[config.mk]
export PLATFORM = sky130hd
export DESIGN_NAME = regfile_mp_flat
export DESIGN_NICKNAME = d
export VERILOG_FILES = /design/src/rtl/regfile_pkg.sv /design/src/rtl/regfile_mp_if.sv /design/src/rtl/regfile_scoreboard.sv /design/src/rtl/regfile_mp.sv /design/src/flat_wrapper.sv
export SDC_FILE = /design/constraint.sdc
export NUM_CORES = 2
export LEC_CHECK = 0
export BUFFER_PORTS_ARGS = -buffer_cell sky130_fd_sc_hd__buf_2
export CORE_UTILIZATION = 46
export CTS_CLUSTER_DIAMETER = 80
export CTS_CLUSTER_SIZE = 8
export DETAILED_ROUTE_END_ITERATION = 16
export GPL_TIMING_DRIVEN = 1
export PLACE_DENSITY = 0.67
export SLEW_MARGIN = 15
export SYNTH_ARGS = -nofsm -noshare
export SYNTH_HDL_FRONTEND = slang
export SYNTH_SLANG_ARGS = --single-unit
export TNS_END_PERCENT = 100
[constraint.sdc]
create_clock -name clk -period 53.6 [get_ports clk]
set_input_delay 2.68 -clock clk [delete_from_list [all_inputs] [get_ports clk]]
set_output_delay 2.68 -clock clk [all_outputs]
set_load 0.01 [all_outputs]
[src/rtl/regfile_pkg.sv]
// Shared constants, clear-sweep state encoding and write-port arbitration helper.
// Pure declarations; no timing or flow control of its own.
package regfile_pkg;

  localparam int XLEN_DEF     = 32;
  localparam int NUM_REGS_DEF = 32;
  localparam int MAX_WR       = 8;
  localparam int MAX_AW       = 8;
  localparam int NO_WIN       = -1;

  typedef enum logic [0:0] {
    IDLE  = 1'b0,
    SWEEP = 1'b1
  } clr_state_e;

  typedef logic [MAX_WR-1:0][MAX_AW-1:0] wr_addr_vec_t;

  // Highest enabled port whose address matches wins; NO_WIN when none match.
  function automatic int win_port(input logic [MAX_WR-1:0] en,
                                  input wr_addr_vec_t      addr,
                                  input logic [MAX_AW-1:0] a);
    int w;
    w = NO_WIN;
    for (int j = 0; j < MAX_WR; j++) begin
      if (en[j] && (addr[j] == a)) w = j;
    end
    return w;
  endfunction

endpackage

[src/rtl/regfile_mp_if.sv]
// Decode/writeback-facing bundle of the multi-port register file.
// Reads and pending lookups are combinational; no backpressure anywhere.
interface regfile_mp_if
  import regfile_pkg::*;
#(
  parameter int XLEN     = XLEN_DEF,
  parameter int NUM_REGS = NUM_REGS_DEF,
  parameter int NUM_RD   = 2,
  parameter int NUM_WR   = 2,
  parameter int AW       = $clog2(NUM_REGS)
);

  logic [NUM_RD*AW-1:0]   rd_addr;
  logic [NUM_RD*XLEN-1:0] rd_data;
  logic [NUM_RD-1:0]      rd_pending;
  logic [NUM_WR-1:0]      wr_en;
  logic [NUM_WR*AW-1:0]   wr_addr;
  logic [NUM_WR*XLEN-1:0] wr_data;
  logic                   sb_set_en;
  logic [AW-1:0]          sb_set_addr;
  logic                   clear_req;
  logic                   clear_busy;

  modport master (
    output rd_addr, wr_en, wr_addr, wr_data, sb_set_en, sb_set_addr, clear_req,
    input  rd_data, rd_pending, clear_busy
  );

  modport slave (
    input  rd_addr, wr_en, wr_addr, wr_data, sb_set_en, sb_set_addr, clear_req,
    output rd_data, rd_pending, clear_busy
  );

endinterface

[src/rtl/regfile_scoreboard.sv]
// Per-register pending bits for multi-cycle producers; lookup is combinational,
// updates land on the next edge and a same-cycle set beats any clear.
module regfile_scoreboard
  import regfile_pkg::*;
#(
  parameter int NUM_REGS = NUM_REGS_DEF,
  parameter int NUM_RD   = 2,
  parameter int NUM_WR   = 2,
  parameter int AW       = $clog2(NUM_REGS)
) (
  input  logic                         clk,
  input  logic                         reset,
  input  logic [NUM_WR-1:0]            wr_en_i,
  input  logic [NUM_WR-1:0][AW-1:0]    wr_addr_i,
  input  logic                         set_en_i,
  input  logic [AW-1:0]                set_addr_i,
  input  logic                         clr_en_i,
  input  logic [AW-1:0]                clr_idx_i,
  input  logic [NUM_RD-1:0][AW-1:0]    rd_addr_i,
  output logic [NUM_RD-1:0]            rd_pending_o
);

  logic [NUM_REGS-1:0] pend_q, pend_d;

  always_comb begin
    pend_d = pend_q;
    for (int j = 0; j < NUM_WR; j++) begin
      if (wr_en_i[j]) pend_d[wr_addr_i[j]] = 1'b0;
    end
    if (clr_en_i) pend_d[clr_idx_i] = 1'b0;
    // A new producer supersedes the one whose result is landing now.
    if (set_en_i) pend_d[set_addr_i] = 1'b1;
    pend_d[0] = 1'b0;
  end

  always_ff @(posedge clk or posedge reset) begin
    if (reset) pend_q <= '0;
    else       pend_q <= pend_d;
  end

  always_comb begin
    rd_pending_o = '0;
    for (int i = 0; i < NUM_RD; i++) begin
      rd_pending_o[i] = pend_q[rd_addr_i[i]];
    end
  end

endmodule

[src/rtl/regfile_mp.sv]
// Multi-port register file with hard-wired x0, optional write bypass, pending
// scoreboard and a one-entry-per-cycle clear sweep; reads are combinational.
module regfile_mp
  import regfile_pkg::*;
#(
  parameter int XLEN     = XLEN_DEF,
  parameter int NUM_REGS = NUM_REGS_DEF,
  parameter int NUM_RD   = 2,
  parameter int NUM_WR   = 2,
  parameter int BYPASS   = 1,
  parameter int AW       = $clog2(NUM_REGS)
) (
  input logic         clk,
  input logic         reset,
  regfile_mp_if.slave bus
);

  logic [NUM_REGS-1:0][XLEN-1:0] mem_q, mem_d;
  clr_state_e                    state_q, state_d;
  logic [AW-1:0]                 idx_q, idx_d;

  logic                          sweep;
  logic [NUM_WR-1:0]             wen_eff;
  logic                          sb_set_eff;
  logic [NUM_WR-1:0][AW-1:0]     wa;
  logic [NUM_WR-1:0][XLEN-1:0]   wd;
  logic [NUM_RD-1:0][AW-1:0]     ra;
  logic [NUM_RD-1:0][XLEN-1:0]   rd_dat;
  logic [NUM_RD-1:0]             rd_pend;
  logic [MAX_WR-1:0]             wen_pad;
  wr_addr_vec_t                  wa_pad;

  assign sweep      = (state_q == SWEEP);
  assign wa         = bus.wr_addr;
  assign wd         = bus.wr_data;
  assign ra         = bus.rd_addr;
  assign wen_eff    = sweep ? '0 : bus.wr_en;
  assign sb_set_eff = bus.sb_set_en & ~sweep;

  // Writes to x0 are dropped here so neither the array nor bypass can see them.
  always_comb begin
    wen_pad = '0;
    wa_pad  = '0;
    for (int j = 0; j < NUM_WR; j++) begin
      wen_pad[j] = wen_eff[j] && (wa[j] != '0);
      wa_pad[j]  = MAX_AW'(wa[j]);
    end
  end

  always_comb begin : p_read
    int w;
    w      = NO_WIN;
    rd_dat = '0;
    for (int i = 0; i < NUM_RD; i++) begin
      rd_dat[i] = mem_q[ra[i]];
      w = win_port(wen_pad, wa_pad, MAX_AW'(ra[i]));
      if (BYPASS != 0) begin
        for (int j = 0; j < NUM_WR; j++) begin
          if (w == j) rd_dat[i] = wd[j];
        end
      end
    end
  end

  assign bus.rd_data    = rd_dat;
  assign bus.rd_pending = rd_pend;
  assign bus.clear_busy = sweep;

  always_comb begin : p_fsm
    state_d = state_q;
    idx_d   = idx_q;
    case (state_q)
      IDLE: begin
        if (bus.clear_req) begin
          state_d = SWEEP;
          idx_d   = AW'(1);
        end
      end
      SWEEP: begin
        if (idx_q == AW'(NUM_REGS - 1)) begin
          state_d = IDLE;
          idx_d   = AW'(1);
        end else begin
          idx_d = idx_q + AW'(1);
        end
      end
      default: begin
        state_d = IDLE;
        idx_d   = AW'(1);
      end
    endcase
  end

  always_comb begin : p_mem
    int w;
    w     = NO_WIN;
    mem_d = mem_q;
    for (int r = 1; r < NUM_REGS; r++) begin
      w = win_port(wen_pad, wa_pad, MAX_AW'(r));
      for (int j = 0; j < NUM_WR; j++) begin
        if (w == j) mem_d[r] = wd[j];
      end
    end
    if (sweep) mem_d[idx_q] = '0;
    mem_d[0] = '0;
  end

  always_ff @(posedge clk or posedge reset) begin
    if (reset) begin
      mem_q   <= '0;
      state_q <= IDLE;
      idx_q   <= AW'(1);
    end else begin
      mem_q   <= mem_d;
      state_q <= state_d;
      idx_q   <= idx_d;
    end
  end

  regfile_scoreboard #(
    .NUM_REGS (NUM_REGS),
    .NUM_RD   (NUM_RD),
    .NUM_WR   (NUM_WR),
    .AW       (AW)
  ) u_sb (
    .clk          (clk),
    .reset        (reset),
    .wr_en_i      (wen_pad[NUM_WR-1:0]),
    .wr_addr_i    (wa),
    .set_en_i     (sb_set_eff),
    .set_addr_i   (bus.sb_set_addr),
    .clr_en_i     (sweep),
    .clr_idx_i    (idx_q),
    .rd_addr_i    (ra),
    .rd_pending_o (rd_pend)
  );

endmodule

[src/flat_wrapper.sv]
// flat-port wrapper written by rule: the top's interface ports become plain ports
module regfile_mp_flat import regfile_pkg::*;
#(
  parameter int XLEN     = XLEN_DEF,
  parameter int NUM_REGS = NUM_REGS_DEF,
  parameter int NUM_RD   = 2,
  parameter int NUM_WR   = 2,
  parameter int BYPASS   = 1,
  parameter int AW       = $clog2(NUM_REGS)
)
  (clk, reset, bus_rd_addr, bus_wr_en, bus_wr_addr, bus_wr_data, bus_sb_set_en, bus_sb_set_addr, bus_clear_req, bus_rd_data, bus_rd_pending, bus_clear_busy);
  regfile_mp_if #(.XLEN(XLEN), .NUM_REGS(NUM_REGS), .NUM_RD(NUM_RD), .NUM_WR(NUM_WR), .AW(AW)) bus_i ();
  input logic clk;
  input logic reset;
  input wire logic [$bits(bus_i.rd_addr)-1:0] bus_rd_addr;
  input wire logic [$bits(bus_i.wr_en)-1:0] bus_wr_en;
  input wire logic [$bits(bus_i.wr_addr)-1:0] bus_wr_addr;
  input wire logic [$bits(bus_i.wr_data)-1:0] bus_wr_data;
  input wire logic [$bits(bus_i.sb_set_en)-1:0] bus_sb_set_en;
  input wire logic [$bits(bus_i.sb_set_addr)-1:0] bus_sb_set_addr;
  input wire logic [$bits(bus_i.clear_req)-1:0] bus_clear_req;
  output wire logic [$bits(bus_i.rd_data)-1:0] bus_rd_data;
  output wire logic [$bits(bus_i.rd_pending)-1:0] bus_rd_pending;
  output wire logic [$bits(bus_i.clear_busy)-1:0] bus_clear_busy;
  assign bus_i.rd_addr = bus_rd_addr;
  assign bus_i.wr_en = bus_wr_en;
  assign bus_i.wr_addr = bus_wr_addr;
  assign bus_i.wr_data = bus_wr_data;
  assign bus_i.sb_set_en = bus_sb_set_en;
  assign bus_i.sb_set_addr = bus_sb_set_addr;
  assign bus_i.clear_req = bus_clear_req;
  assign bus_rd_data = bus_i.rd_data;
  assign bus_rd_pending = bus_i.rd_pending;
  assign bus_clear_busy = bus_i.clear_busy;
  regfile_mp #(.XLEN(XLEN), .NUM_REGS(NUM_REGS), .NUM_RD(NUM_RD), .NUM_WR(NUM_WR), .BYPASS(BYPASS), .AW(AW)) u_core (.clk(clk), .reset(reset), .bus(bus_i));
endmodule
After elaboration in Yosys (flattened, before gate mapping)

Cells that the tools add are included.

Flip-flop bits (word level): 1,029
Logic and storage cells: 426

$add $sub $neg: 1
Magnitude comparators: 10
Equality and inequality tests: 101
Mux-type cells: 162
Bitwise gates (word level): 11
Reductions and logical operators: 107

Operators with widths:

| kind                                                        | number |
|---|---|
| 2-to-1 mux 32 bit                                           | 139 |
| == test 32 x 2 -> 1 bit (second input constant)             | 33 |
| logical NOT 32 bit                                          | 33 |
| AND 1024 bit                                                | 1 |
| 2-to-1 mux 1024 bit                                         | 1 |
| NOT 1024 bit                                                | 1 |
| binary-select mux 32 bit (select 5 bit)                     | 2 |
| == test 5 bit (second input constant)                       | 33 |
| demux 32 bit (select 5 bit)                                 | 1 |
| AND 32 bit                                                  | 3 |
| NOT 32 bit                                                  | 3 |
| == test 5 x 4 -> 1 bit (second input constant)              | 16 |
| logical AND 1 bit                                           | 72 |
| == test 5 x 3 -> 1 bit (second input constant)              | 8 |
| less-than comparator 5 x 6 -> 1 bit (second input constant) | 6 |
| bitwise OR 32 bit                                           | 1 |
| demux 1 bit (select 5 bit)                                  | 4 |
| == test 5 x 2 -> 1 bit (second input constant)              | 4 |
| == test 5 bit                                               | 4 |
| >= comparator 5 x 1 -> 1 bit (second input constant)        | 4 |
| binary-select mux 1 bit (select 5 bit)                      | 2 |
| == test 5 x 1 -> 1 bit (second input constant)              | 2 |
| 2-to-1 mux 5 bit                                            | 2 |
| case mux 5 bit (2 select lines)                             | 1 |
| 8 further kinds                                             | 16 |

Depth between registers and ports, before layout

Word-level depth: 13
Depth in mapped cells: 10
Gate-level depth less buffers: 6

Modules after synthesis

A second synthesis with hierarchy kept.

Cells, all modules: 6,669
Area, all modules: 69,081.3 µm²

Modules (own cells, without submodules):

| module             | instances | cells each | area an instance (µm²) |
|---|---|---|---|
| regfile_mp         | 1         | 6,381      | 66,632.7 |
| regfile_scoreboard | 1         | 288        | 2,448.6 |

Worst setup path before layout

No wires, ideal clock.

Path kind: in2out
Start: in bus_rd_addr[7]
End: out bus_rd_data[45]
Data arrival time: 4.469 ns
Setup slack: 46.451 ns
Cell stages on the path: 7
Buffers on the path: 3
Cell sequence: buf_2 > buf_2 > buf_1 > mux4_2 > a32o_1 > a2111oi_0 > a21oi_1

Cells in the longest elaborated chain, start to end: 7

Ends and longest elaborated chain:

| what                           | RTL line           | source |
|---|---|---|
| start: declaration             | flat_wrapper.sv:15 | `input wire logic [$bits(bus_i.rd_addr)-1:0] bus_rd_addr;` |
| == test 5 bit                  | regfile_pkg.sv:25  | `if (en[j] && (addr[j] == a)) w = j;` |
| logical AND 1 bit              | regfile_pkg.sv:25  |  |
| 2-to-1 mux 32 bit (2 in a row) | regfile_pkg.sv:25  |  |
| logical NOT 32 bit             | regfile_mp.sv:59   | `if (w == j) rd_dat[i] = wd[j];` |
| 2-to-1 mux 32 bit              | regfile_mp.sv:59   |  |
| 2-to-1 mux 32 bit *            | regfile_mp.sv:59   |  |
| end: declaration               | flat_wrapper.sv:22 | `output wire logic [$bits(bus_i.rd_data)-1:0] bus_rd_data;` |

Every way passes the cells marked *; elsewhere a longest branch is shown, timed or not. The select of a mux whose other input is x is not followed.

Final worst setup path

Start: in bus_rd_addr[5]
End: out bus_rd_data[49]

The elaborated chain is that of the path after synthesis.

==> flow_summary_export.csv <==
group,metric,value,unit
run_status,outcome,"finished, final reports clean",
clocking,cts_root_buffer,"clkbuf_16",
place,dp_hpwl,173,mm
place,dp.cells,8142,
logic_synthesis,synth.most_common_cell,"mux2i_1",
timing,setup_viol,0,
critical_path,worstSetupPathType,"input pin to output pin",
critical_path,cp-start-kind,"input pin",
logic_synthesis,synth_top_area_frac,0.371,
clocking,cts_buffer_depth,3,
logic_synthesis,ys_ff_latch,1029,
logic_synthesis,synth_top_family_by_area,"multiplexers",
cells_and_area,nFillCells,13400,
logic_synthesis,synth_cell_types,58,
clocking,clkTransAtPathRegs,0.05,ns
critical_path,end_kind,"output pin",
power,ir_drop,0.0385,mV
cells_and_area,syn_to_final_growth,7.90,%
logic_synthesis,syn_nets,6823,
power,p_leak,33.1,nW
floorplanning,io_pins,162,
cells_and_area,final_nets,6375,
cells_and_area,stdcell_count,8337,
flow_run,cap_violations,0,
timing,max_clock_freq,98.1,MHz
place,gp_congestion,0.974,
routing,drc,0,
floorplanning,start_util,0.463,
hold_path,hold_class,"flip-flop to flip-flop",
routing,vias_per_cell,7.59,
global_route,grt_pass1_wl,442,mm
logic_synthesis,syn_area,69300,sq um
critical_path,worstPathCellList,"buf_8 > buf_4 > xor2_1 > nor4_4 > buf_4 > and2_2 > buf_4 > nor2_4 > a221oi_2 > buf_2",
floorplanning,rows,142,
clocking,cts_hold_repair.buffers,0,
timing,rsz0062_at_grt,"no",
power,p_per_area,45.4,nW/um^2
timing,drv_slew,0,
cells_and_area,design_area,74800,sq um
clocking,cts.sinks,1029,
floorplanning,core_area,150000,sq um
logic_synthesis,ys_seq_area_frac,0.372,
clocking,clk_latency,0.81,ns
timing,worstMarginPinSlew,1.45,ns
power,p_total,3.40,mW
floorplanning,die_w,390,microns
logic_synthesis,synth-edff-count,0,
clocking,cts_buffers,147,
logic_synthesis,synth_common_cells,"1275 x mux2i_1, 1153 x nor2_1, 1028 x dfrtp_1",
logic_synthesis,synth_xor_area_frac,0.00278,
floorplanning,die-height,390,microns
logic_synthesis,synthAdderAreaFrac,0.000903,
routing,routed_wl,313,mm
logic_synthesis,yosysWarningCount,0,
global_route,overflow,0,
logic_synthesis,syn_avg_cell_area,10.3,sq um
timing,slew_headroom,0.0331,
routing,drt-initial-drc-count,11400,
logic_synthesis,synthCells,6723,
global_route,grt_usage,0.401,
timing,fin_crit,10.20,ns
clocking,cts_tree,"built",
clocking,ctsResizeCount,0,
critical_path,arrival,7.52,ns
logic_synthesis,synthTopCellsByArea,"dfrtp_1 37%, mux2i_1 18%, mux4_2 11%, a211oi_1 11%, nor2_1 6.2%",
routing,ant_nets,0,
timing,setup_tns,0,ns
logic_synthesis,synth_top_area_cell,"dfrtp_1",
critical_path,cp_max_fo,44,
clocking,post_cts_buffers,0,
global_route,grt_max_degree,166,
timing,whs,0.575,ns
timing,period_share,0.190,
logic_synthesis,yosys.area_share.simple,0.0909,
routing,drt-wirelength-per-cell,37.5,microns
critical_path,crit_top_cell,"buf_4",
critical_path,critPathSlowestCell,"a221oi_2",
critical_path,slowest_delay,1.09,ns
floorplanning,dieArea,152000,sq um
global_route,antenna_found_initial,44,
routing,dr.pass1.iters,9,
logic_synthesis,synthArstFlopShare,1.00,
logic_synthesis,synth-main-ff-cell,"dfrtp_1",
clocking,htreeDepth,4,
place,io_buffers,161,
cells_and_area,drive_above_1_share,0.167,
routing,vias,63300,
place,post_dp_cell_area,70700,sq um
logic_synthesis,synth_compound_area_frac,0.166,
timing,skew,0.0186,ns
critical_path,worstPathRequired,50.92,ns
global_route,grt_pass1_vias,60200,
logic_synthesis,muxShareOfSynthArea,0.311,
timing,hold_viol_final,0,
cell families (layout without fill, tap and decap cells):
kind of cell / count (synthesis) / after routing
other: 0 / 25
AOI/OAI and AO/OA: 1514 / 1514
and+or+nand+nor: 1508 / 1508
DFF: 1029 / 1029
adders and majority gates: 5 / 5
xor gates and xnor gates: 22 / 22
muxes: 1705 / 1705
buffers and inverters: 940 / 513
final timing paths:
path,startpoint,end,slack [ns],cells after the start
worst min register to register,u_core.u_sb.pend_q[9],u_core.u_sb.pend_q[9],0.58,2
max in group asynchronous,reset,u_core.mem_q[440],46.52,7
min in group asynchronous,reset,u_core.mem_q[553],1.97,2
worst max register to register,u_core.bus.clear_busy,u_core.mem_q[630],49.78,5
worst min-delay path,u_core.u_sb.pend_q[9],u_core.u_sb.pend_q[9],0.58,2
worst max-delay path,bus_rd_addr[5],bus_rd_data[49],43.40,10
critical path: cells and delay by family:
| kind | cells | cell delay [ns] |
|---|---|---|
| compound gates | 1 | 1.09 |
| xor+xnor | 1 | 0.20 |
| simple gates | 3 | 0.86 |
| buf+inv | 5 | 2.55 |
cells in the final DEF, fill, tap and decap left out, drive strengths merged, types with 15 or more instances in the layout:
cell,Yosys,final
o22ai,82,82
nand3b,27,27
mux4,348,348
diode,0,25
o31ai,43,43
a22o,43,43
xor2,21,21
buf,288,311
a32o,15,15
mux2i,1275,1275
nor2,1165,1165
mux2,82,82
o2111a,26,26
o311ai,37,37
a2111oi,16,16
a22oi,66,66
a31oi,27,27
nand2b,41,41
inv,30,36
nor3,34,34
a21oi,18,18
o21ai,46,46
dfrtp,1028,1028
nand3,44,44
a211oi,1009,1009
clkbuf,622,158
a221oi,58,58
o22a,26,26
nor4,26,26
nand2,123,123
nand4b,17,17
flip-flops by register name, indices dropped and copies added (netlist names):
name / count
u_core.u_sb.pend_q: 31
u_core.bus.clear_busy: 1
u_core.mem_q: 992
u_core.idx_q: 5
routing by layer:
metal,share of wire,global-route usage,vias to the layer above
met3,0.16,0.168,1662
met1,0.35,0.504,31100
li1,-,-,24400
met2,0.40,0.549,6084
met4,0.086,0.289,46
met5,0.00085,0.0102,-
power breakdown:
part / leakage (nW) / switching [mW] / total (mW) / internal [mW]
Sequential: 14.0 / 0.286 / 1.39 / 1.10
Clock: 1.95 / 0.372 / 0.874 / 0.501
Combinational: 17.1 / 0.563 / 1.13 / 0.571
Total: 33.1 / 1.22 / 3.40 / 2.17
through the flow:
| step | utilization | setup WS, ns |
|---|---|---|
| finish | 0.500 | 43.40 |
| global route | 0.499 | 43.43 |
| CTS | 0.499 | 43.77 |
| detailed placement | 0.473 | 43.78 |
| global placement | 0.472 | 43.29 |
| floorplan | - | 21.96 |
area by class of cell:
class	count	area, sq um	area share
clock inverters	13	169	0.00226
diodes	25	62.6	0.000837
multi-input cells	4754	40300	0.539
clock buffers	157	3800	0.0508
well taps	2016	2520	0.0337
repair buffers	313	2070	0.0277
inverters	30	120	0.00161
flip-flops and latches	1029	25800	0.344
Power figures use the tool's default switching activity.
